--- config.mk ---
export PLATFORM = sky130hd
export DESIGN_NAME = yung_cheng
export DESIGN_NICKNAME = d
export VERILOG_FILES = /design/src/rtl/yung_cheng.sv
export SDC_FILE = /design/constraint.sdc
export NUM_CORES = 1
export LEC_CHECK = 0
export ABC_AREA = 1
export BUFFER_PORTS_ARGS = -buffer_cell sky130_fd_sc_hd__buf_2
export CORE_MARGIN = 5
export CORE_UTILIZATION = 60
export CTS_BUF_LIST = sky130_fd_sc_hd__clkbuf_8
export CTS_CLUSTER_DIAMETER = 60
export DETAILED_ROUTE_END_ITERATION = 10
export MAX_ROUTING_LAYER = met4
export PLACE_DENSITY = 0.86
export SLEW_MARGIN = 20
export SYNTH_ARGS = -nofsm -noshare
export SYNTH_HDL_FRONTEND = slang
export SYNTH_SLANG_ARGS = --single-unit
--- constraint.sdc ---
create_clock -name clk -period 3.2 [get_ports clk]
set_input_delay 0.96 -clock clk [delete_from_list [all_inputs] [get_ports clk]]
set_output_delay 0.96 -clock clk [all_outputs]
set_load 0.02 [all_outputs]
--- src/rtl/yung_cheng.sv ---
// yung_cheng: F = (A xor B) & (C | ~D) with registered copy and a 16-code self-sweep checker.
// Optional debug taps (sweep_vec, sweep_f) are compiled in when YUNG_CHENG_DBG_EN is defined.
//
// state   | meaning
// S_IDLE  | waiting for start; tt/match hold last result
// S_SWEEP | capturing F(cnt) into tt[cnt], cnt 0..15
// S_DONE  | one-cycle done pulse, match valid
module yung_cheng #(
  parameter logic [15:0] EXPECT_TT = 16'h0DD0
) (
  input  logic        clk,
  input  logic        rst_n,
  input  logic        a,
  input  logic        b,
  input  logic        c,
  input  logic        d,
  output logic        f,
  output logic        f_q,
  input  logic        start,
  output logic        busy,
  output logic        done,
  output logic [15:0] tt,
  output logic        match
`ifdef YUNG_CHENG_DBG_EN
  ,
  output logic [3:0]  sweep_vec,
  output logic [0:0]  sweep_f
`endif
);

  typedef enum logic [1:0] {
    S_IDLE  = 2'd0,
    S_SWEEP = 2'd1,
    S_DONE  = 2'd2
  } state_t;

  state_t      state, state_nxt;
  logic [3:0]  cnt, cnt_nxt;
  logic [15:0] tt_nxt;
  logic        match_nxt;

  function automatic logic eval_f(input logic [3:0] code);
    return (code[3] ^ code[2]) & (code[1] | ~code[0]);
  endfunction

  assign f = (a ^ b) & (c | ~d);

  always_ff @(posedge clk or negedge rst_n) begin
    if (!rst_n) begin
      f_q <= 1'b0;
    end else begin
      f_q <= f;
    end
  end

  always_ff @(posedge clk or negedge rst_n) begin
    if (!rst_n) begin
      state <= S_IDLE;
      cnt   <= 4'd0;
      tt    <= 16'h0000;
      match <= 1'b0;
    end else begin
      state <= state_nxt;
      cnt   <= cnt_nxt;
      tt    <= tt_nxt;
      match <= match_nxt;
    end
  end

  always_comb begin
    state_nxt = state;
    cnt_nxt   = cnt;
    tt_nxt    = tt;
    match_nxt = match;
    case (state)
      S_IDLE: begin
        if (start) begin
          state_nxt = S_SWEEP;
          cnt_nxt   = 4'd0;
          tt_nxt    = 16'h0000;
          match_nxt = 1'b0;
        end
      end
      S_SWEEP: begin
        tt_nxt[cnt] = eval_f(cnt);
        // 15 -> 0 wrap happens only here, on the way out to S_DONE
        cnt_nxt     = cnt + 4'd1;
        if (cnt == 4'd15) begin
          state_nxt = S_DONE;
          match_nxt = (tt_nxt == EXPECT_TT);
        end
      end
      S_DONE: begin
        state_nxt = S_IDLE;
      end
      default: begin
        state_nxt = S_IDLE;
        cnt_nxt   = 4'd0;
      end
    endcase
  end

  assign busy = (state == S_SWEEP);
  assign done = (state == S_DONE);

`ifdef YUNG_CHENG_DBG_EN
  // registered alongside the capture so the taps line up with cnt
  always_ff @(posedge clk or negedge rst_n) begin
    if (!rst_n) begin
      sweep_vec <= 4'd0;
      sweep_f   <= 1'b0;
    end else if (state_nxt == S_SWEEP) begin
      sweep_vec <= cnt_nxt;
      sweep_f   <= eval_f(cnt_nxt);
    end else begin
      sweep_vec <= 4'd0;
      sweep_f   <= 1'b0;
    end
  end
`endif

endmodule

==> flow_metrics.py <==
metrics = {
    "global_route": {
        "grt_pass1_vias": 1169,
        "grt_pass1_wl_um": 5043,
        "antenna_found_initial": 0,
        "grt_use_total_pct": 20.01,
        "gr-total-overflow": 0,
        "grt_max_degree": 25,
    },
    "yosys": {
        "synth_seq_area_share_pct": 44.69,
        "yosysMostFrequentCell": "nand2_1",
        "synth_warnings": 0,
        "synth_top_area_share_pct": 44.69,
        "async_reset_ff_share_pct": 100.0,
        "synth_edf_count": 0,
        "synth_top_area_cell": "dfrtp_1",
        "avgSynthCellArea_um2": 7.768,
        "yosys-top-cells-count": "60 x nand2_1, 25 x inv_1, 24 x dfrtp_1",
        "ys_types": 23,
        "ys_ff_latch": 24,
        "ys.flop_type": "dfrtp_1",
        "syn_nets": 188,
        "synthCells": 173,
        "synthesis.area_um2": 1344,
        "synth_area_leaders": "dfrtp_1 45%, nand2_1 17%, ha_1 7.4%",
    },
    "power_and_ir_drop": {
        "p_comb_share_pct": 56.3,
        "switchingPower_uw": 766.3,
        "clkPwrFrac_pct": 11.4,
        "p_leak_nw": 0.8809,
        "p_sw_share_pct": 49.52,
        "peakVddDrop_mv": 0.7105,
        "p_per_area_nw_per_um2": 1010,
        "internal_power_uw": 781.2,
        "seqPwrFrac_pct": 32.3,
    },
    "setup_path": {
        "rr_worst_depth": 9,
        "path_max_fanout": 2,
        "arrival_ns": 1.53,
        "start_kind": "input pin",
        "reg2reg_from": "cnt[2]",
        "r2r-end": "match",
        "crit_path_end_kind": "output port",
        "path_class": "input pin to output port",
        "critPathRequiredTime_ns": 2.24,
        "r2r_setup_slack_ns": 1.50,
    },
    "floorplanning": {
        "fp.coreArea_um2": 2170,
        "ioPinCount": 28,
        "start_util_pct": 61.94,
        "die_w_um": 57.33,
        "die-area_um2": 3286,
        "dieHeight_um": 57.33,
        "rows": 17,
    },
    "flow_run": {
        "cap_violations": 0,
    },
    "clock_network": {
        "cts_made_buffers": 3,
        "post_cts_resize_count": 0,
        "htree_levels": 1,
        "clkTransAtPathRegs_ns": 0.08,
        "clk_latency_ns": 0.27,
        "clockBufferDepth": 2,
        "postCtsHoldBufs": 0,
        "root_buffer": "clkbuf_8",
        "cts_tree": "built",
        "cts.sinks": 24,
        "post_cts_buffers": 0,
    },
    "layout": {
        "drive_gt1_share_pct": 19.50,
        "nNetsFinal": 217,
        "antennaDiodeCount": 0,
        "area_growth_pct": 13.97,
        "finalInstanceArea_um2": 1531,
        "n_fill_cell": 189,
    },
    "route": {
        "drt_iter0_markers": 49,
        "wire_per_inst_um": 13.11,
        "wl_um": 2990,
        "num_vias": 1196,
        "routed_via_density": 5.246,
        "drc": 0,
        "drtAntennaViolNets": 0,
        "drtPass1Iterations": 4,
    },
    "sta": {
        "tightest_slew_ns": 0.5229,
        "relSlewSlack_pct": 65.14,
        "finalWorstSetupSlack_ns": 0.7110,
        "fin_crit_ns": 2.489,
        "post-route-period-util_pct": 77.78,
        "maxSlewViolCount": 0,
        "max_freq_ghz": 0.4018,
        "fin_tns_setup_ns": 0,
        "setup_viol": 0,
        "hold_viol": 0,
        "rsz0062_at_grt": "false",
        "fin_worst_skew_ns": 0.006635,
    },
    "placement": {
        "dp_hpwl_um": 2224,
        "port_buffers": 27,
        "place_area_um2": 1490,
        "place.gp.congestion": 0.8935,
        "dp_worst_setup_slack_ns": 0.7147,
    },
    "worst_hold_path": {
        "worstHoldEndpoint": "match",
        "min_from": "match",
        "hold_class": "flip-flop to flip-flop",
        "holdPathStages": 2,
    },
    "outcome": {
        "status": "finished, final reports clean",
    },
}
layout make-up:
| type | count | area, um2 | area share [%] |
|---|---|---|---|
| Multi-Input combinational cell | 117 | 610.6 | 39.87 |
| Sequential cell | 24 | 600.6 | 39.22 |
| Timing Repair Buffer | 27 | 135.1 | 8.824 |
| Inverter | 29 | 108.9 | 7.108 |
| Clock buffer | 3 | 41.29 | 2.696 |
| Tap cell | 28 | 35.03 | 2.288 |
state kept, by name, summed over array words and instances (netlist names):
signal	cells
state	2
cnt	4
tt	16
match	1
f_q	1
power by group through the flow:
| stage | Combinational [mW] | Sequential, mW | Clock, mW |
|---|---|---|---|
| floorplan | 0.586 | 0.578 | 0 |
| global placement | 0.837 | 0.495 | 0 |
| detailed placement | 0.863 | 0.503 | 0 |
| CTS | 0.869 | 0.499 | 0.178 |
| global route | 0.973 | 0.513 | 0.190 |
| finish | 0.872 | 0.500 | 0.176 |
metal layers:
metal / vias up / share of wire, % / GRT usage [%]
met2: 49 / 48 / 31.97
met4: 0 / 1.9 / 7.285
li1: 597 / - / -
met5: - / 0 / -
met1: 542 / 44 / 25.54
met3: 8 / 6.3 / 3.394
logic make-up (layout without fill, tap and decap cells):
group,after synthesis,in the layout,share of synthesized area [%]
xor gates and xnor gates,2,2,1.304
buffers and inverters,32,59,9.869
DFF,24,24,44.69
adders and majority gates,8,8,7.449
AOI/OAI and AO/OA,31,31,13.97
and+or+nand+nor,76,76,22.72
worst max-delay path: stages:
cell,delay [ns]
buf_2,0.10
xnor2_1,0.11
a21oi_1,0.16
buf_2,0.19
layout by cell type, fill, tap and decap left out:
cell type,instances
nand2_1,60
buf_2,27
inv_1,25
dfrtp_1,24
o21ai_0,12
nor2_1,9
o22ai_1,9
ha_1,8
nand2_2,3
a21oi_1,3
inv_2,3
a22o_1,3
clkbuf_8,3
xnor2_1,2
nand3_1,2
clkinv_1,1
nor2_4,1
o21ai_1,1
o21ai_2,1
a21oi_2,1
o31ai_1,1
nand4_1,1
stage by stage:
| step | cells | hold WS [ns] | util [%] | total power, mW |
|---|---|---|---|---|
| after floorplan | 173 | 0.4989 | - | 1.165 |
| after global placement | 225 | 0.4621 | 68.69 | 1.331 |
| after detailed placement | 225 | 0.4785 | 68.69 | 1.366 |
| after CTS | 228 | 0.4981 | 70.59 | 1.546 |
| after global routing | 228 | 0.5203 | 70.59 | 1.677 |
| final | 228 | 0.4933 | 70.59 | 1.548 |
worst max path at each step:
| stage | start | endpoint | slack (ns) | cells after the start |
|---|---|---|---|---|
| after floorplan | a | f | 0.80 | 2 |
| after global placement | b | f | 0.75 | 4 |
| after detailed placement | b | f | 0.71 | 4 |
| after CTS | b | f | 0.71 | 4 |
| after global routing | state[1] | busy | 0.61 | 4 |
| final | b | f | 0.71 | 4 |
(Power assumes the default switching activity.)
